$ cat src/rtl/dcdc_pkg.sv
// -----------------------------------------------------------------------------
// dcdc_pkg
// Shared definitions for the DC-DC clocking blocks: the clock-monitor state
// enum, the fault-code enum and the default feedback-period constants. The
// DC-DC clock generator uses the same constants so both sides agree on the
// nominal switching period.
// -----------------------------------------------------------------------------
package dcdc_pkg;

  typedef enum logic [2:0] {
    ST_IDLE    = 3'd0,
    ST_ACQUIRE = 3'd1,
    ST_CHECK   = 3'd2,
    ST_LOCKED  = 3'd3,
    ST_FAULT   = 3'd4
  } mon_state_e;

  typedef enum logic [1:0] {
    FC_NONE    = 2'b00,
    FC_SHORT   = 2'b01,
    FC_LONG    = 2'b10,
    FC_TIMEOUT = 2'b11
  } fault_code_e;

  // 1 MHz feedback at a 20 MHz system clock.
  localparam int DEF_EXP_PERIOD = 20;
  localparam int DEF_TOL        = 1;
  localparam int DEF_LOCK_CNT   = 4;
  localparam int DEF_TIMEOUT    = 40;
  localparam int DEF_CNT_W      = 8;

endpackage

$ cat src/rtl/dcdc_clk_mon_if.sv
// -----------------------------------------------------------------------------
// dcdc_clk_mon_if
// Signal bundle between the clock monitor and its controller.
//   enable_i        monitor enable (controller -> monitor)
//   clear_i         single-cycle fault clear request (controller -> monitor)
//   fb_clk_i        asynchronous DC-DC feedback clock (controller -> monitor)
//   locked_o        feedback clock in range (monitor -> controller)
//   fault_o         sticky fault flag (monitor -> controller)
//   fault_code_o    00 none, 01 too short, 10 too long, 11 timeout
//   period_o        last measured period in clk cycles
//   period_valid_o  one-cycle pulse when period_o updates
// Modports: master = controller side, slave = monitor side.
// -----------------------------------------------------------------------------
interface dcdc_clk_mon_if
  import dcdc_pkg::*;
#(
  parameter int CNT_W = DEF_CNT_W
);

  logic             enable_i;
  logic             clear_i;
  logic             fb_clk_i;
  logic             locked_o;
  logic             fault_o;
  logic [1:0]       fault_code_o;
  logic [CNT_W-1:0] period_o;
  logic             period_valid_o;

  modport master (
    output enable_i, clear_i, fb_clk_i,
    input  locked_o, fault_o, fault_code_o, period_o, period_valid_o
  );

  modport slave (
    input  enable_i, clear_i, fb_clk_i,
    output locked_o, fault_o, fault_code_o, period_o, period_valid_o
  );

endinterface

$ cat src/rtl/dcdc_edge_sync.sv
// -----------------------------------------------------------------------------
// dcdc_edge_sync
// Two-flop synchronizer followed by a rising-edge detector for an
// asynchronous input. edge_o is high for one clk cycle and is consumed at the
// third rising clk edge after the input rises.
//   clk      system clock
//   reset    synchronous, active-high reset
//   async_i  asynchronous input
//   edge_o   one-cycle rising-edge pulse in the clk domain
// -----------------------------------------------------------------------------
module dcdc_edge_sync (
  input  logic clk,
  input  logic reset,
  input  logic async_i,
  output logic edge_o
);

  logic sync1_q;
  logic sync2_q;
  logic prev_q;

  always_ff @(posedge clk) begin
    if (reset) begin
      sync1_q <= 1'b0;
      sync2_q <= 1'b0;
      prev_q  <= 1'b0;
    end else begin
      sync1_q <= async_i;
      sync2_q <= sync1_q;
      prev_q  <= sync2_q;
    end
  end

  assign edge_o = sync2_q & ~prev_q;

endmodule

$ cat src/rtl/dcdc_clk_mon.sv
// -----------------------------------------------------------------------------
// dcdc_clk_mon
// Monitors the DC-DC feedback clock: measures every period in system-clock
// cycles, locks after LOCK_CNT consecutive in-range periods and raises a
// sticky fault (too short / too long / timeout) if the clock misbehaves
// while locked.
//   clk    system clock (only clock)
//   reset  synchronous, active-high reset
//   mon    dcdc_clk_mon_if.slave: enable_i, clear_i, fb_clk_i in;
//          locked_o, fault_o, fault_code_o, period_o, period_valid_o out
// -----------------------------------------------------------------------------
module dcdc_clk_mon
  import dcdc_pkg::*;
#(
  parameter int EXP_PERIOD = DEF_EXP_PERIOD,
  parameter int TOL        = DEF_TOL,
  parameter int LOCK_CNT   = DEF_LOCK_CNT,
  parameter int TIMEOUT    = DEF_TIMEOUT,
  parameter int CNT_W      = DEF_CNT_W
) (
  input  logic           clk,
  input  logic           reset,
  dcdc_clk_mon_if.slave  mon
);

  localparam int               GW      = $clog2(LOCK_CNT + 1);
  localparam logic [CNT_W-1:0] CNT_MAX = '1;

  function automatic logic in_range(input logic [CNT_W-1:0] p);
    return (int'(p) >= EXP_PERIOD - TOL) && (int'(p) <= EXP_PERIOD + TOL);
  endfunction

  function automatic logic too_short(input logic [CNT_W-1:0] p);
    return int'(p) < EXP_PERIOD - TOL;
  endfunction

  logic             edge_w;
  logic             timeout_w;
  logic             report_w;

  mon_state_e       state_q,  state_d;
  fault_code_e      code_q,   code_d;
  logic [GW-1:0]    good_q,   good_d;
  logic [CNT_W-1:0] cnt_q,    cnt_d;
  logic [CNT_W-1:0] period_q, period_d;
  logic             pv_q,     pv_d;
  logic             locked_q, locked_d;
  logic             fault_q,  fault_d;

  dcdc_edge_sync u_edge_sync (
    .clk     (clk),
    .reset   (reset),
    .async_i (mon.fb_clk_i),
    .edge_o  (edge_w)
  );

  // The counter keeps running past TIMEOUT, so a stuck clock is flagged once.
  assign timeout_w = !edge_w && (cnt_q == CNT_W'(TIMEOUT));

  // The first edge after ACQUIRE only starts a measurement; later edges close one.
  assign report_w  = edge_w && mon.enable_i &&
                     (state_q inside {ST_CHECK, ST_LOCKED, ST_FAULT});

  always_comb begin
    cnt_d    = edge_w ? CNT_W'(1)
             : (cnt_q == CNT_MAX) ? cnt_q : cnt_q + CNT_W'(1);
    period_d = report_w ? cnt_q : period_q;
    pv_d     = report_w;
    state_d  = state_q;
    good_d   = good_q;
    fault_d  = fault_q;
    code_d   = code_q;

    // Priority: disable, then clear in FAULT, then edge/timeout events.
    if (!mon.enable_i) begin
      state_d = ST_IDLE;
      good_d  = '0;
      fault_d = 1'b0;
      code_d  = FC_NONE;
    end else if (state_q == ST_FAULT && mon.clear_i) begin
      state_d = ST_ACQUIRE;
      good_d  = '0;
      fault_d = 1'b0;
      code_d  = FC_NONE;
    end else begin
      case (state_q)
        ST_IDLE: state_d = ST_ACQUIRE;
        ST_ACQUIRE: begin
          if (edge_w) begin
            state_d = ST_CHECK;
            good_d  = '0;
          end
        end
        ST_CHECK: begin
          if (edge_w) begin
            if (in_range(cnt_q)) begin
              if (good_q == GW'(LOCK_CNT - 1)) begin
                state_d = ST_LOCKED;
                good_d  = '0;
              end else begin
                good_d  = good_q + GW'(1);
              end
            end else begin
              good_d = '0;
            end
          end else if (timeout_w) begin
            state_d = ST_ACQUIRE;
            good_d  = '0;
          end
        end
        ST_LOCKED: begin
          if (edge_w) begin
            if (!in_range(cnt_q)) begin
              state_d = ST_FAULT;
              fault_d = 1'b1;
              code_d  = too_short(cnt_q) ? FC_SHORT : FC_LONG;
            end
          end else if (timeout_w) begin
            state_d = ST_FAULT;
            fault_d = 1'b1;
            code_d  = FC_TIMEOUT;
          end
        end
        ST_FAULT: ;
        default: state_d = ST_IDLE;
      endcase
    end

    locked_d = (state_d == ST_LOCKED);
  end

  always_ff @(posedge clk) begin
    if (reset) begin
      state_q  <= ST_IDLE;
      code_q   <= FC_NONE;
      good_q   <= '0;
      cnt_q    <= '0;
      period_q <= '0;
      pv_q     <= 1'b0;
      locked_q <= 1'b0;
      fault_q  <= 1'b0;
    end else begin
      state_q  <= state_d;
      code_q   <= code_d;
      good_q   <= good_d;
      cnt_q    <= cnt_d;
      period_q <= period_d;
      pv_q     <= pv_d;
      locked_q <= locked_d;
      fault_q  <= fault_d;
    end
  end

  assign mon.locked_o       = locked_q;
  assign mon.fault_o        = fault_q;
  assign mon.fault_code_o   = code_q;
  assign mon.period_o       = period_q;
  assign mon.period_valid_o = pv_q;

endmodule

$ cat src/flat_wrapper.sv
// flat-port wrapper written by rule: the top's interface ports become plain ports
module dcdc_clk_mon_flat import dcdc_pkg::*;
#(
  parameter int EXP_PERIOD = DEF_EXP_PERIOD,
  parameter int TOL        = DEF_TOL,
  parameter int LOCK_CNT   = DEF_LOCK_CNT,
  parameter int TIMEOUT    = DEF_TIMEOUT,
  parameter int CNT_W      = DEF_CNT_W
)
  (clk, reset, mon_enable_i, mon_clear_i, mon_fb_clk_i, mon_locked_o, mon_fault_o, mon_fault_code_o, mon_period_o, mon_period_valid_o);
  dcdc_clk_mon_if #(.CNT_W(CNT_W)) mon_i ();
  input  logic clk;
  input  logic reset;
  input wire logic [$bits(mon_i.enable_i)-1:0] mon_enable_i;
  input wire logic [$bits(mon_i.clear_i)-1:0] mon_clear_i;
  input wire logic [$bits(mon_i.fb_clk_i)-1:0] mon_fb_clk_i;
  output wire logic [$bits(mon_i.locked_o)-1:0] mon_locked_o;
  output wire logic [$bits(mon_i.fault_o)-1:0] mon_fault_o;
  output wire logic [$bits(mon_i.fault_code_o)-1:0] mon_fault_code_o;
  output wire logic [$bits(mon_i.period_o)-1:0] mon_period_o;
  output wire logic [$bits(mon_i.period_valid_o)-1:0] mon_period_valid_o;
  assign mon_i.enable_i = mon_enable_i;
  assign mon_i.clear_i = mon_clear_i;
  assign mon_i.fb_clk_i = mon_fb_clk_i;
  assign mon_locked_o = mon_i.locked_o;
  assign mon_fault_o = mon_i.fault_o;
  assign mon_fault_code_o = mon_i.fault_code_o;
  assign mon_period_o = mon_i.period_o;
  assign mon_period_valid_o = mon_i.period_valid_o;
  dcdc_clk_mon #(.EXP_PERIOD(EXP_PERIOD), .TOL(TOL), .LOCK_CNT(LOCK_CNT), .TIMEOUT(TIMEOUT), .CNT_W(CNT_W)) u_core (.clk(clk), .reset(reset), .mon(mon_i));
endmodule
$ cat config.mk
export PLATFORM = sky130hd
export DESIGN_NAME = dcdc_clk_mon_flat
export DESIGN_NICKNAME = d
export VERILOG_FILES = /design/src/rtl/dcdc_pkg.sv /design/src/rtl/dcdc_clk_mon_if.sv /design/src/rtl/dcdc_edge_sync.sv /design/src/rtl/dcdc_clk_mon.sv /design/src/flat_wrapper.sv
export SDC_FILE = /design/constraint.sdc
export NUM_CORES = 1
export LEC_CHECK = 0
export ABC_AREA = 1
export BUFFER_PORTS_ARGS = -buffer_cell sky130_fd_sc_hd__buf_2
export CORE_MARGIN = 1.5
export CORE_UTILIZATION = 60
export CTS_CLUSTER_DIAMETER = 100
export DETAILED_ROUTE_END_ITERATION = 12
export PLACE_DENSITY = 0.94
export SLEW_MARGIN = 10
export SYNTH_ARGS = -nofsm -noshare
export SYNTH_HDL_FRONTEND = slang
export SYNTH_SLANG_ARGS = --single-unit
$ cat constraint.sdc
create_clock -name clk -period 2.4 [get_ports clk]
set_input_delay 0.36 -clock clk [delete_from_list [all_inputs] [get_ports clk]]
set_output_delay 0.36 -clock clk [all_outputs]
set_load 0.01 [all_outputs]
Yosys cells after proc, flatten, opt, wreduce, memory -nomap -nowiden --
Cells that the tools add are included.
Word-level totals: register bits 30, latch bits 0, bits in writable memories 0, bits in read-only memories 0, memories 0
Operators by class: add/subtract/negate cells 2, multiply operators 0, divide/modulo/power cells 0, $lt $le $gt $ge 3, equal/unequal tests 12, shifts and indexed selects 0, mux-type cells 26, bitwise gates (word level) 3, reductions and logical operators 14
Operators by type and width (count):
- $mux W3 | 15
- $pmux W3 S5 | 1
- $eq A3 B2 Y1 const B | 4
- $add A8 B1 Y8 const B | 1
- $eq A8 B6 Y1 const B | 1
- $eq A8 B8 Y1 const B | 1
- $ge A8 B5 Y1 const B | 1
- $le A8 B5 Y1 const B | 1
- $lt A8 B5 Y1 const B | 1
- $mux W2 | 4
- $pmux W3 S2 | 1
- $reduce_and A3 Y1 | 2
- $logic_and A1 B1 Y1 | 5
- $mux W1 | 5
- $ne A2 B1 Y1 const B | 2
- $reduce_bool A2 Y1 | 2
- $add A3 B1 Y3 const B | 1
- $eq A3 B1 Y1 const B | 1
- $eq A3 B3 Y1 const B | 1
- $logic_not A3 Y1 | 1
- $ne A3 B1 Y1 const B | 1
- $reduce_bool A3 Y1 | 1
- $reduce_or A3 Y1 | 1
- $ne A2 B2 Y1 const B | 1
- other kinds (4) | 5

Logic depth before layout (Yosys ltp) --
Gate-level depths: netlist (run 1).
depth in word-level cells 10, depth in mapped cells 12, depth with buffers taken out 12

Hierarchy --
From an unflattened synthesis (run 1), not the netlist that was laid out.
Unflattened totals: cell total of the unflattened synthesis 191, area total of the unflattened synthesis 1403.8 um^2
Modules (own cells, without submodules):
- dcdc_clk_mon | times used 1, cells each 181, area each 1317.5 um^2
- dcdc_edge_sync | times used 1, cells each 10, area each 86.3 um^2

Least setup slack after synthesis (run 1) --
OpenSTA, ideal clock, no wires.
kind reg-to-reg, from reg u_core.cnt_q[0], to reg u_core.good_q[0], arrival time 1.321 ns, required time 2.332 ns, path slack 1.012 ns, cell stages (with the launch flop) 8, path buffers 0, cells stage by stage dfxtp_1 > inv_1 > ha_1 > and3_1 > nand2_1 > a21oi_4 > or2_1 > a21oi_2
On the way: longest elaborated chain between the ends 5
Ends and longest elaborated chain:
- from (decl) | RTL line dcdc_clk_mon.sv:44 | logic [CNT_W-1:0] cnt_q, cnt_d;
- from (signal assigned) | RTL line dcdc_clk_mon.sv:146 | cnt_q <= cnt_d;
- $ge A8 B5 Y1 or $le A8 B5 Y1 (tied branches) | RTL line dcdc_clk_mon.sv:30 | return (int'(p) >= EXP_PERIOD - TOL) && (int'(p) <= EXP_PERIOD + TOL);
- $logic_and A1 B1 Y1 | RTL line dcdc_clk_mon.sv:30
- $mux W3 | RTL line dcdc_clk_mon.sv:96 | if (in_range(cnt_q)) begin
- $mux W3 | RTL line dcdc_clk_mon.sv:95 | if (edge_w) begin
- $pmux W3 S2 | RTL line dcdc_clk_mon.sv:86 | case (state_q)
- to (signal assigned) | RTL line dcdc_clk_mon.sv:145 | good_q <= good_d;
- to (decl) | RTL line dcdc_clk_mon.sv:43 | logic [GW-1:0] good_q, good_d;
Parallel ways exist; a longest one is shown, timed or not. A chain may end at the register's enable or synchronous reset.

Final worst setup path (run 1) --
from reg u_core.cnt_q[0], to reg u_core.cnt_q[0]
On the way: longest elaborated chain between the ends 3
Ends and longest elaborated chain:
- $add A8 B1 Y8 | RTL line dcdc_clk_mon.sv:66 | : (cnt_q == CNT_MAX) ? cnt_q : cnt_q + CNT_W'(1);
- $mux W1 | RTL line dcdc_clk_mon.sv:66
- $mux W1 | RTL line dcdc_clk_mon.sv:65 | cnt_d = edge_w ? CNT_W'(1)
Parallel ways exist; a longest one is shown, timed or not. The select of a mux whose other input is x is not followed.

==> impl_results.md, run 1 <==
- Status: finished clean
- Crit path cell chain: ha_1 > nand2_1 > nor3_4 > nand2_2 > o21ai_1 > a21oi_1 > nor2_1
- Post-Route WL: 3000 microns
- Leakage: 0.794 nW
- Seq/Total Area, Yosys: 41.0%
- Hold Path Cell Cnt: 3
- Worst-Skew Late Latency: 330 ps
- Fmax: 633 MHz
- Post-synthesis adder-cell area fraction: 4.27%
- Fin nets: 228
- Maximum number of pins on one net before global-route repair: 17
- Die Footprint: 2750 sq um
- Gr usage total: 25.3%
- CTS HTree Levels: 2
- Post-synthesis simple-gate area fraction: 29.6%
- Post-route DRC: 0
- CTS resizes: 0
- Starting density of the core: 65.0%
- Crit path kind: reg -> reg
- Vias in the first global route: 1240
- Vias post-DR: 1318
- Nature of the critical path startpoint: flip-flop
- Worst r2r path cells: 7
- RSZ-0062 raised after global routing: false
- Std cell rows: 17
- Synth area leader: dfxtp_1
- Detail Route Antenna Nets: 0
- HPWL Detailed: 2220 microns
- # setup viols final: 0
- Largest family of logic cells by synthesized area: simple AND/OR/NAND/NOR gates
- Max cap viols: 0
- First-pass GRT wire length: 5060 microns
- Port bufs: 17
- Mux contribution to synthesized area: 0%
- Fin crit share: 65.9%
- Layout Skew: 6.69 ps
- WL/cell: 12.1 microns
- Crit path buf inv count: 0
- Crit path DAT: 1860 ps
- R2R setup slack: 820 ps
- Vias/cell: 5.34
- Die Ht: 52.4 microns
- Number of top-level pins: 18
- Synth Warn #: 0
- Sum Neg Setup Slack: 0 ps
- Synth Instances: 196
- #FFs+latches synth: 30
- Yosys top cell area share: 41.0%
- CTS tree: built
- Antenna violations before repair: 0
- Die span in x: 52.4 microns
- Critical Path RT: 2680 ps
- Max-slew headroom: 77.6%
- Hold Slack: 228 ps
- Root Driver: clkbuf_4
- Critical path's top delay family: simple AND/OR/NAND/NOR gates
- TritonCTS Buffers: 5
- CTS Hold Bufs: 0
- Min cycle time layout: 1580 ps
- GPL Wtd Cong: 0.941
- Critical Path Sink Type: flip-flop
- HP Class: in -> reg
- Core Region: 2250 sq um
- Final instance area: 1630 sq um
- Post-CTS Setup Bufs: 0
- Distinct cells, synth: 31
- Worst path max stage delay: 390 ps
- CTS sink cnt: 30
- Syn-to-layout area delta: 11.5%
- DRT Pass-1 Iters: 4
- Ratio of cells with drive above 1 in the final layout: 25.1%
- Total gr overflow: 0
- Worst path depth: 7
- Synthesized Nets: 206
- DRT iter0 DRCs: 21
- Worst Max-Slew Pin Slew: 336 ps
- Mapped cell area: 1470 sq um
- Finished Core Util: 72.5%
- Final Hold Fails: 0
- Synth Area in XOR/XNOR: 1.20%
- Syn Area/Cell: 7.48 sq um
- P per Cell Area: 542 nW/um^2
- Ant diodes: 0
- Compound-gate portion of the synthesized area: 14.9%
- Reg clk slew, reported paths: 90 ps
- Maximum vdd drop: 0.419 mV
- Slowest cell on crit path: dfxtp_1
- Maximum clock insertion buffer count: 2
- Placed instance area: 1570 sq um
- Top cells by area, synth: dfxtp_1 (41%), nand2_1 (7.4%), a21oi_1 (6.8%), inv_1 (5.4%), nor2_1 (4.9%)
- CP Max Fanout: 6
- Final Max Slew Viols: 0
-- worst register-to-register path, delay by kind of cell, from the launching register on --
kind | cells | cell delay [ps]
AND/OR/NAND/NOR | 4 | 600
flip-flops | 1 | 390
AO/OA/AOI/OAI | 2 | 270
adder cells (fa/ha/maj) | 1 | 260
-- routing by layer --
| layer | wire [microns] | vias to the layer above | global-route usage (%) | share of wire, % |
|---|---|---|---|---|
| met5 | 0 | - | 0 | 0 |
| met4 | 66 | 0 | 11.1 | 2.2 |
| met3 | 177 | 11 | 9.71 | 5.9 |
| met2 | 1510 | 43 | 42.3 | 50 |
| met1 | 1240 | 590 | 28.2 | 41 |
| li1 | - | 674 | - | - |
-- worst paths after layout --
path                                    from                    endpoint
setup reg to reg             u_core.cnt_q[0]             u_core.cnt_q[0]
hold / removal                  mon_fb_clk_i  u_core.u_edge_sync.sync1_q
hold reg to reg   u_core.u_edge_sync.sync1_q  u_core.u_edge_sync.sync2_q
setup / recovery             u_core.cnt_q[0]             u_core.cnt_q[0]
-- where the power goes --
part	switching, mW	internal (mW)	total [mW]
clock	0.172	0.142	0.314
combinational	0.0407	0.0200	0.0606
sequential	0.00646	0.505	0.511
-- state kept, by name, indices dropped and copies added (netlist names) --
name and count:
u_core.mon.period_o 8, u_core.u_edge_sync.prev_q 1, u_core.mon.fault_o 1, u_core.mon.locked_o 1, u_core.mon.period_valid_o 1, u_core.u_edge_sync.sync1_q 1, u_core.u_edge_sync.sync2_q 1, u_core.cnt_q 8
u_core.state_q 3, u_core.mon.fault_code_o 2, u_core.good_q 3
-- cell usage in the layout, fill, tap and decap left out, types with 2 or more instances in the layout --
master    Yosys  final
a21oi_1      20     20
buf_2         0     17
clkbuf_4      0      5
dfxtp_1      30     30
ha_1          5      5
inv_1        21     21
inv_2        11     11
nand2_1      29     29
nand2_2       7      7
nand3_1      12     12
nand3_2       3      3
nand4_1       2      2
nor2_1       19     19
nor2_2        2      2
nor3_1        3      3
o21ai_0      12     12
o21ai_1       4      4
-- per-stage QoR --
stage	power (mW)	setup slack, ps	std cells
floorplan	0.566	1010	196
global placement	0.581	949	239
detailed placement	0.582	871	239
CTS	0.891	832	247
global route	0.924	657	247
finish	0.886	819	247
-- kinds of logic (layout without fill, tap and decap cells) --
family / count (synthesis) / count (layout)
AO/OA/AOI/OAI: 40 / 40
XOR/XNOR: 2 / 2
adder cells (fa/ha/maj): 5 / 5
buffers and inverters: 34 / 57
flip-flops: 30 / 30
AND/OR/NAND/NOR: 85 / 85
-- cell usage after synthesis (all sizes together) --
cell	n
ha	5
dfxtp	30
clkbuf	1
nand4	3
nand2	37
nor3	5
nor2	22
inv	32
o21ai	16
a211oi	1
a31oi	1
xor2	1
and3	1
xnor2	1
buf	1
a21oi	22
or2	2
nand3	15
-- final cells by class --
| cell class | count | area (sq um) |
|---|---|---|
| repair buffers | 17 | 85.1 |
| inverters | 32 | 120 |
| clock inverters | 1 | 5.00 |
| fillers | 203 | 621 |
| multi-input cells | 132 | 733 |
| clock buffers | 7 | 55.1 |
| well taps | 28 | 35.0 |
| flip-flops and latches | 30 | 601 |
Power figures use the tool's default switching activity.
==> inputs of run 2 (changes only) <==
Settings changed: CORE_UTILIZATION 60 to 56, PLACE_DENSITY 0.94 to 0.89.
Clock period 2.4 ns to 1.6 ns, I/O delays scaled along.
==> impl_results.md, run 2 (same netlist as run 1, synthesis figures left out) <==
- Worst path max stage delay: 380 ps
- Critical Path RT: 1850 ps
- Status: finished clean
- Final Max Slew Viols: 0
- Antenna violations before repair: 0
- Critical path's top delay family: simple AND/OR/NAND/NOR gates
- Fill cell count: 229
- TritonCTS Buffers: 5
- HP Class: in -> reg
- CTS HTree Levels: 2
- Crit path cell chain: ha_1 > nand2_1 > nor3_4 > nand2_2 > o21ai_1 > a21oi_1 > nor2_1
- Hold Path Sink: u_core.u_edge_sync.sync1_q
- Maximum vdd drop: 0.829 mV
- Critical Path Sink Type: flip-flop
- Max-slew headroom: 81.0%
- Placed instance area: 1580 sq um
- Post-route DRC: 0
- WL/cell: 11.2 microns
- Syn-to-layout area delta: 12.6%
- Maximum number of pins on one net before global-route repair: 17
- Finished Core Util: 66.6%
- CP Max Fanout: 6
- Min cycle time layout: 1480 ps
- FF-to-FF End: u_core.cnt_q[0]
- Leakage: 0.797 nW
- Layout Skew: 11.8 ps
- Fmax: 677 MHz
- Nature of the critical path startpoint: flip-flop
- Hold Crit Start: mon_fb_clk_i
- Ant diodes: 0
- GPL Wtd Cong: 0.900
- Ratio of cells with drive above 1 in the final layout: 26.8%
- Die span in x: 54.2 microns
- HPWL Detailed: 2140 microns
- Hold Slack: 107 ps
- First-pass GRT wire length: 4400 microns
- DRT Pass-1 Iters: 5
- Most frequent cells in the layout: nand2_1 (29), dfxtp_1 (29), inv_1 (20), a21oi_1 (20), nor2_1 (19)
- Root Driver: clkbuf_4
- Post-CTS Setup Bufs: 0
- Core Region: 2480 sq um
- P per Cell Area: 813 nW/um^2
- Crit path kind: reg -> reg
- Number of top-level pins: 18
- DRT iter0 DRCs: 19
- Total chip power: 1.34 mW
- Reg2reg start: u_core.cnt_q[0]
- RSZ-0062 raised after global routing: true
- CTS tree: built
- Detail Route Antenna Nets: 0
- Crit path DAT: 1730 ps
- Final instance area: 1650 sq um
- Die Ht: 54.2 microns
- Crit path buf inv count: 0
- Sum Neg Setup Slack: 0 ps
- Hold Path Cell Cnt: 3
- Gr usage total: 21.7%
- CTS sink cnt: 30
- Slowest cell on crit path: dfxtp_2
- Final Hold Fails: 0
- Starting density of the core: 59.1%
- Max cap viols: 0
- # setup viols final: 0
- Worst Max-Slew Pin Slew: 283 ps
- Reg clk slew, reported paths: 100 ps
- Maximum clock insertion buffer count: 2
- Total gr overflow: 0
- Std cell rows: 18
- Worst r2r path cells: 7
- Vias post-DR: 1273
- Die Footprint: 2930 sq um
- Vias in the first global route: 1064
- Port bufs: 17
- Fin crit share: 92.3%
- Critical path origin: u_core.cnt_q[0]
- Worst-Skew Late Latency: 330 ps
- Vias/cell: 5.09
- R2R setup slack: 120 ps
- Fin nets: 229
- Post-Route WL: 2800 microns
==> run 2: worst max path at each step <==
stage               slack (ps)  cells after the start           endpoint
global route               -10                      7    u_core.cnt_q[0]
global placement           140                      9  u_core.state_q[0]
finish                     120                      7    u_core.cnt_q[0]
floorplan                  210                      7   u_core.good_q[0]
detailed placement          70                      7   u_core.good_q[0]
CTS                         40                      7   u_core.good_q[0]
==> run 2: worst min-delay path: stages <==
cell	delay (ps)
buf_2	70
inv_1	30
nor2_1	60
==> run 2: power by group <==
group,leakage [nW],switching (mW),internal (mW),total (mW)
logic,0.520,0.0595,0.0314,0.0909
clock network,0.0343,0.270,0.211,0.481
registers,0.243,0.0102,0.758,0.768
==> run 2: per-layer routing <==
metal,GRT usage [%],wire [microns],vias to the layer above
met2,35.7,1360,26
met3,8.33,126,4
li1,-,-,679
met5,0,0,-
met4,8.75,27,0
met1,25.0,1280,564
==> run 2: cell type report <==
class / count / area (sq um) / share of cell area (%)
Clock inverter: 2 / 12.5 / 0.759
Clock buffer: 6 / 51.3 / 3.11
Tap cell: 30 / 37.5 / 2.28
Multi-Input combinational cell: 132 / 733 / 44.5
Inverter: 32 / 120 / 7.28
Sequential cell: 30 / 602 / 36.5
Timing Repair Buffer: 18 / 92.6 / 5.61
==> run 2: repair_timing <==
action	in CTS	in global routing
hold buffers	0	0
endpoints found under the hold margin	0	0
gates resized for setup	0	2
setup endpoints to repair	0	9
==> run 2: through the flow <==
step / instances / setup WS (ps)
after CTS: 250 / 44.0
final: 250 / 123
after global placement: 242 / 141
after floorplan: 196 / 212
after detailed placement: 242 / 71.0
after global routing: 250 / -11.1
